==> src/rtl/clock_div_pkg.sv <==
// Shared types and sizing helpers for the multi-channel clock/tick divider.
package clock_div_pkg;

  typedef enum logic {
    MODE_TOGGLE = 1'b0,
    MODE_PULSE  = 1'b1
  } mode_e;

  // Channel config word layout, MSB first: {en, mode, div[WIDTH-1:0]}
  localparam int CFG_CTRL_W = 2;

  function automatic int ch_w(input int n);
    if (n > 1) begin
      return $clog2(n);
    end else begin
      return 1;
    end
  endfunction

  function automatic int cfg_w(input int width);
    return width + CFG_CTRL_W;
  endfunction

endpackage

==> src/rtl/clock_div_ch.sv <==
// One divider channel: config registers, terminal counter and registered clk/tick outputs.
module clock_div_ch
  import clock_div_pkg::*;
#(
  parameter int          WIDTH        = 32,
  parameter int unsigned DEFAULT_DIV  = 100000,
  parameter bit          DEFAULT_MODE = 1'b0,
  parameter bit          RESET_EN     = 1'b1
) (
  input  logic                     iClk,
  input  logic                     nRst,
  input  logic                     load_i,
  input  logic                     sync_i,
  input  logic [cfg_w(WIDTH)-1:0]  cfg_i,
  output logic                     clk_o,
  output logic                     tick_o,
  output logic                     active_o
);

  logic [WIDTH-1:0] div_q, div_d;
  logic [WIDTH-1:0] cnt_q, cnt_d;
  mode_e            mode_q, mode_d;
  logic             en_q, en_d;
  logic             clk_q, clk_d;
  logic             tick_q, tick_d;

  logic             cfg_en_s;
  logic             cfg_mode_s;
  logic [WIDTH-1:0] cfg_div_s;
  logic             active_s;
  logic             term_s;

  assign {cfg_en_s, cfg_mode_s, cfg_div_s} = cfg_i;

  // div != 0 is part of the active test, so div - 1 never underflows when it matters
  assign active_s = en_q && (div_q != {WIDTH{1'b0}});
  assign term_s   = (cnt_q == (div_q - WIDTH'(1)));

  // Next-state: load beats sync beats idle beats counting
  always_comb begin
    div_d  = div_q;
    mode_d = mode_q;
    en_d   = en_q;
    cnt_d  = cnt_q;
    clk_d  = clk_q;
    tick_d = tick_q;
    if (load_i) begin
      div_d  = cfg_div_s;
      mode_d = mode_e'(cfg_mode_s);
      en_d   = cfg_en_s;
      cnt_d  = {WIDTH{1'b0}};
      clk_d  = 1'b0;
      tick_d = 1'b0;
    end else if (sync_i || !active_s) begin
      cnt_d  = {WIDTH{1'b0}};
      clk_d  = 1'b0;
      tick_d = 1'b0;
    end else if (term_s) begin
      cnt_d  = {WIDTH{1'b0}};
      tick_d = 1'b1;
      if (mode_q == MODE_TOGGLE) begin
        clk_d = ~clk_q;
      end else begin
        clk_d = 1'b1;
      end
    end else begin
      cnt_d  = cnt_q + WIDTH'(1);
      tick_d = 1'b0;
      if (mode_q == MODE_TOGGLE) begin
        clk_d = clk_q;
      end else begin
        clk_d = 1'b0;
      end
    end
  end

  // Config, counter and output registers
  always_ff @(posedge iClk or negedge nRst) begin
    if (!nRst) begin
      div_q  <= WIDTH'(DEFAULT_DIV);
      mode_q <= mode_e'(DEFAULT_MODE);
      en_q   <= RESET_EN;
      cnt_q  <= {WIDTH{1'b0}};
      clk_q  <= 1'b0;
      tick_q <= 1'b0;
    end else begin
      div_q  <= div_d;
      mode_q <= mode_d;
      en_q   <= en_d;
      cnt_q  <= cnt_d;
      clk_q  <= clk_d;
      tick_q <= tick_d;
    end
  end

  assign clk_o    = clk_q;
  assign tick_o   = tick_q;
  assign active_o = active_s;

endmodule

==> src/rtl/clock_div_multi.sv <==
// Multi-channel programmable clock/tick divider with a global phase-restart input.
module clock_div_multi
  import clock_div_pkg::*;
#(
  parameter int          NUM_CH       = 4,
  parameter int          WIDTH        = 32,
  parameter int unsigned DEFAULT_DIV  = 100000,
  parameter bit          DEFAULT_MODE = 1'b0,
  parameter bit          RESET_EN     = 1'b1,
  localparam int         CH_W         = ch_w(NUM_CH)
) (
  input  logic              iClk,
  input  logic              nRst,
  input  logic              iWr,
  input  logic [CH_W-1:0]   iWrCh,
  input  logic [WIDTH-1:0]  iWrDiv,
  input  logic              iWrMode,
  input  logic              iWrEn,
  input  logic              iSync,
  output logic [NUM_CH-1:0] oClk,
  output logic [NUM_CH-1:0] oTick,
  output logic [NUM_CH-1:0] oActive
);

  logic [cfg_w(WIDTH)-1:0] wr_cfg_s;
  logic [NUM_CH-1:0]       load_s;

  assign wr_cfg_s = {iWrEn, iWrMode, iWrDiv};

  // Indices at or above NUM_CH match no channel and are dropped
  for (genvar i = 0; i < NUM_CH; i++) begin : g_ch
    assign load_s[i] = iWr && (iWrCh == CH_W'(i));

    clock_div_ch #(
      .WIDTH        (WIDTH),
      .DEFAULT_DIV  (DEFAULT_DIV),
      .DEFAULT_MODE (DEFAULT_MODE),
      .RESET_EN     (RESET_EN)
    ) u_ch (
      .iClk     (iClk),
      .nRst     (nRst),
      .load_i   (load_s[i]),
      .sync_i   (iSync),
      .cfg_i    (wr_cfg_s),
      .clk_o    (oClk[i]),
      .tick_o   (oTick[i]),
      .active_o (oActive[i])
    );
  end

endmodule

==> config.mk <==
export PLATFORM = sky130hd
export DESIGN_NAME = clock_div_multi
export DESIGN_NICKNAME = d
export VERILOG_FILES = /design/src/rtl/clock_div_pkg.sv /design/src/rtl/clock_div_ch.sv /design/src/rtl/clock_div_multi.sv
export SDC_FILE = /design/constraint.sdc
export NUM_CORES = 1
export LEC_CHECK = 0
export CORE_ASPECT_RATIO = 1.4
export CORE_UTILIZATION = 36
export CTS_BUF_LIST = sky130_fd_sc_hd__clkbuf_16
export DETAILED_ROUTE_END_ITERATION = 16
export GPL_TIMING_DRIVEN = 0
export MAX_ROUTING_LAYER = met4
export PLACE_DENSITY = 0.55
export SYNTH_ARGS = -nofsm -noshare
export SYNTH_HDL_FRONTEND = slang
export SYNTH_HIERARCHICAL = 1
export SYNTH_SLANG_ARGS = --single-unit
==> constraint.sdc <==
create_clock -name iClk -period 3.8 [get_ports iClk]
set_input_delay 0.76 -clock iClk [delete_from_list [all_inputs] [get_ports iClk]]
set_output_delay 0.76 -clock iClk [all_outputs]
set_load 0.05 [all_outputs]
==> qor_table.md, run 1 <==
| Item | Reported | Unit |
|:---|:---|:---|
| Placeable core region | 46,200 | um^2 |
| Cell Pwr Density | 420 | nW/um^2 |
| Total routing usage reported by global routing | 0.207 | - |
| Post-route antenna net violation count | 0 | - |
| Wire length on met2 | 24,000 | um |
| Main area contributors after synthesis | dfrtp_1 (36%), xnor2_1 (8.7%), mux2_2 (8.3%) | - |
| Standard cell area after detailed placement | 18,300 | um^2 |
| WP data required | 3.04 | ns |
| Critical path capture point type | output pin | - |
| Sequential area share after synthesis | 0.404 | - |
| DRC errors left | 0 | - |
| Routed metal-1 wirelength | 19,500 | um |
| Multi-input gate area in the final layout | 9730 | um^2 |
| Area of all placed cells without fillers | 19,300 | um^2 |
| Achievable frequency | 275 | MHz |
| Hold Buf Count CTS | 0 | - |
| Max transition margin | 0.532 | - |
| Post-Syn Instances | 1,730 | - |
| Count of endpoints failing setup in the final report | 0 | - |
| Internal power | 5.53 | mW |
| CTS H-Tree Depth | 1 | - |
| Standard-cell rows | 93 | - |
| Routed length per instance | 19.1 | um |
| Die height | 259 | um |
| Synth Net Count | 1,778 | - |
| Fraction of registers with async set/reset | 1.00 | - |
| Switching share of power | 0.318 | - |
| Endpoint of the lowest-slack register-to-register path | g_ch[2].u_ch/cnt_q[27] | - |
| Yosys warns | 6 | - |
| Final wirelength | 47,100 | um |
| Length of the first detailed-routing pass in iterations | 5 | - |
| Reg2Reg Setup Slack | 0.27 | ns |
| P_sw | 2.58 | mW |
| Classification of the worst setup path | register to output pin | - |
| Max-cap violations | 0 | - |
| Number of antenna violations at the first check in global routing | 0 | - |
| Yosys top cell area share | 0.360 | - |
| Final Hold Slack | 0.124 | ns |
| Number of diodes | 0 | - |
| Via count of the first global-routing pass | 13,500 | - |
| Crit share post-route | 0.957 | - |
| Lkg Pwr | 7.09 | nW |
| Proportion of layout cells with a drive suffix above 1 | 0.154 | - |
| Layout fillers | 4,475 | - |
| Area used by sequential logic in the layout | 6840 | um^2 |
| Arrival time worst endpoint | 2.88 | ns |
| Area enclosed by the die boundary | 48,000 | um^2 |
| CTS clk-pin slew, worst paths | 0.07 | ns |
| I/O pins | 52 | - |
| Final hold violation count | 0 | - |
| Mean instance size in the synthesized netlist | 9.80 | um^2 |
| Sequential power share | 0.445 | - |
| Total of flip-flops plus latches after synthesis | 272 | - |
| Port Buffer Count | 51 | - |
| Clock tree from TritonCTS | yes | - |
| Violation count after the first detailed-routing iteration | 745 | - |
| Clock latency on the worst-skew pair | 0.57 | ns |
| Measured slew at the worst slew-check pin | 0.696 | ns |
| Clock root buffer master | clkbuf_16 | - |
| Top routing layer in use | met4 | - |
| Die span in x | 185 | um |
| Total number of vias | 13,400 | - |
| GR Overflow Total | 0 | - |
| Fin Setup TNS | 0 | ns |
| Sink count of the clock tree | 272 | - |
| Count of flip-flops with a built-in enable after synthesis | 0 | - |
| Crit path time final | 3.64 | ns |
| Worst Path Max Fanout | 10 | - |
| DR vias/cell | 5.44 | - |
| Result of the run | finished clean | - |
| NumNets Final | 1,870 | - |
| Global placer's final weighted congestion | 0.927 | - |
| WL met3 | 1310 | um |
| Clock tree skew after final layout | 0.0253 | ns |
| Maximum buffer depth of the clock tree | 3 | - |
| First-pass GRT wire length | 74,900 | um |
| Pin count of the biggest net entering global routing | 79 | - |
| Number of distinct library cells after synthesis | 71 | - |
| Startpoint class of the critical path | register | - |
| Critical register-to-register path startpoint | g_ch[2].u_ch/div_q[3] | - |
| Post-synthesis to final-layout area growth | 14.1 | % |
| Class of the tightest hold or removal check | input pin to asynchronous set/reset pin | - |
| Fin. max-slew vios | 0 | - |
| Num CTS Buffers | 27 | - |
| Library cell with the largest summed area after synthesis | dfrtp_1 | - |
| Commonest register cell after synthesis | dfrtp_1 | - |
| Combined area of all synthesized cells | 17,000 | um^2 |
| Initial Util | 0.367 | - |
| Clock power share | 0.329 | - |
| HPWL after DPL | 35,900 | um |
| Max IR drop VDD | 368 | uV |
| Part of the total power dissipated in combinational logic | 0.226 | - |
| Worst r2r path cells | 11 | - |
-- sequential cells by signal (all words and copies together), names as in the netlist --
signal / count
g_ch.u_ch/div_q: 128
g_ch.u_ch/tick_o: 4
g_ch.u_ch/mode_q: 4
g_ch.u_ch/clk_o: 4
g_ch.u_ch/en_q: 4
g_ch.u_ch/cnt_q: 128
-- how the worst max path moves through the flow --
stage	start	end	slack, ns	cells past startpoint
floorplan	g_ch[3].u_ch/div_q[0]	g_ch[3].u_ch/clk_o	0.59	11
global placement	nRst	g_ch[3].u_ch/cnt_q[25]	-9.83	1
detailed placement	g_ch[3].u_ch/div_q[0]	oActive[3]	-0.39	10
CTS	g_ch[3].u_ch/div_q[2]	g_ch[3].u_ch/cnt_q[5]	0.02	9
global route	g_ch[1].u_ch/div_q[3]	g_ch[1].u_ch/cnt_q[30]	-0.03	11
finish	g_ch[3].u_ch/div_q[0]	oActive[3]	0.16	8
-- power groups by stage --
stage / Sequential [mW] / Clock [mW] / Combinational, mW
2_1_floorplan: 3.52 / 0 / 1.33
4_1_cts: 3.60 / 2.75 / 1.81
6_report: 3.61 / 2.67 / 1.83
5_1_grt: 3.66 / 2.86 / 2.01
3_3_place_gp: 3.63 / 0 / 1.76
3_5_place_dp: 3.64 / 0 / 1.81
-- logic make-up (layout without fill, tap and decap cells) --
logic type	Yosys count	after routing	share of synthesized area
XOR/XNOR	292	292	0.151
buffers and inverters	112	224	0.0276
AO/OA/AOI/OAI	149	149	0.0630
AND/OR/NAND/NOR	769	769	0.264
multiplexers	128	128	0.0849
flip-flops	272	272	0.404
adder cells (fa/ha/maj)	8	8	0.00591
-- worst max-delay path, stage by stage, from the launching register on --
cell     delay [ns]
dfrtp_2        0.45
inv_1          0.13
ha_4           0.21
or3b_4         0.43
nor4_4         0.34
nand3_2        0.16
nor4_4         0.28
nor2b_1        0.09
buf_2          0.22
-- what timing repair did --
item                       CTS  global route
resized for setup           13            14
setup endpoints to repair   36           105
pin swaps                    1             5
setup buffers                1            11
-- cell usage after synthesis (23+ instances only) --
| cell type | count |
|---|---|
| dfrtp_1 | 244 |
| nor3_1 | 175 |
| xnor2_1 | 169 |
| mux2_2 | 125 |
| xor2_1 | 123 |
| nand2_1 | 96 |
| nor2_1 | 91 |
| nand3_1 | 83 |
| nor4_1 | 50 |
| clkbuf_1 | 49 |
| nand4_1 | 44 |
| and3_1 | 31 |
| dfstp_2 | 28 |
| nor2b_1 | 26 |
| o21ai_0 | 26 |
| a21oi_1 | 25 |
| inv_1 | 24 |
| and4_1 | 23 |
-- cell type report --
cell class | count | share of cell area
Multi-Input combinational cell | 1346 | 0.503
Clock buffer | 27 | 0.0349
Tap cell | 617 | 0.0399
Clock inverter | 22 | 0.00951
Inverter | 24 | 0.00466
Timing Repair Buffer | 66 | 0.0351
Buffer | 85 | 0.0190
Sequential cell | 272 | 0.354
-- metal layers --
layer	GRT usage	vias to the layer above
met5	-	-
met4	0.0957	0
met3	0.0191	94
met2	0.355	253
met1	0.243	6553
li1	-	6476
-- cells in the final DEF, fill, tap and decap left out, types with 7 or more instances in the layout --
cell type | Yosys | routed
a211oi_1 | 8 | 8
a21oi_1 | 25 | 25
a22oi_1 | 10 | 10
a31oi_1 | 12 | 12
and2_1 | 9 | 9
and3_1 | 31 | 31
and4_1 | 23 | 23
buf_1 | 15 | 15
buf_2 | 17 | 18
buf_4 | 7 | 19
clkbuf_1 | 49 | 46
clkbuf_16 | 0 | 27
clkdlybuf4s50_1 | 0 | 46
clkinv_1 | 0 | 7
dfrtp_1 | 244 | 242
dfstp_2 | 28 | 28
ha_1 | 8 | 7
inv_1 | 24 | 27
mux2_2 | 125 | 125
nand2_1 | 96 | 96
nand2b_1 | 19 | 19
nand3_1 | 83 | 82
nand3b_1 | 11 | 11
nand4_1 | 44 | 44
nand4b_1 | 11 | 11
nor2_1 | 91 | 90
nor2b_1 | 26 | 26
nor3_1 | 175 | 174
nor3b_1 | 13 | 13
nor4_1 | 50 | 47
nor4_4 | 9 | 10
nor4b_1 | 12 | 11
o211ai_1 | 8 | 8
o21ai_0 | 26 | 26
o31ai_1 | 13 | 13
or2_2 | 9 | 9
or3_1 | 13 | 13
or4_1 | 14 | 14
xnor2_1 | 169 | 169
xor2_1 | 123 | 123
-- metrics by stage --
step / std cells / power [mW] / setup WS, ns / utilization
2_1_floorplan: 1730 / 4.85 / 0.594 / -
3_3_place_gp: 2398 / 5.39 / -9.83 / 0.395
3_5_place_dp: 2401 / 5.44 / -0.393 / 0.397
4_1_cts: 2449 / 8.15 / 0.0216 / 0.416
5_1_grt: 2459 / 8.53 / -0.0321 / 0.419
6_report: 2459 / 8.12 / 0.162 / 0.419
Power figures use the tool's default switching activity.
==> run 2: changes to the inputs <==
--- a/config.mk
+++ b/config.mk
@@ -8,6 +8,7 @@
 export CORE_ASPECT_RATIO = 1.4
 export CORE_UTILIZATION = 36
 export CTS_BUF_LIST = sky130_fd_sc_hd__clkbuf_16
+export CTS_CLUSTER_DIAMETER = 80
 export DETAILED_ROUTE_END_ITERATION = 16
 export GPL_TIMING_DRIVEN = 0
 export MAX_ROUTING_LAYER = met4
==> results of run 2 <==
Final layout, timing and power as in run 1 (identical DEF).
==> run 3: changes to the inputs <==
--- a/config.mk
+++ b/config.mk
@@ -8,7 +8,7 @@
 export CORE_ASPECT_RATIO = 1.4
 export CORE_UTILIZATION = 36
 export CTS_BUF_LIST = sky130_fd_sc_hd__clkbuf_16
-export CTS_CLUSTER_DIAMETER = 80
+export CTS_CLUSTER_DIAMETER = 200
 export DETAILED_ROUTE_END_ITERATION = 16
 export GPL_TIMING_DRIVEN = 0
 export MAX_ROUTING_LAYER = met4
==> results of run 3 <==
Final layout, timing and power as in run 1 (identical DEF).
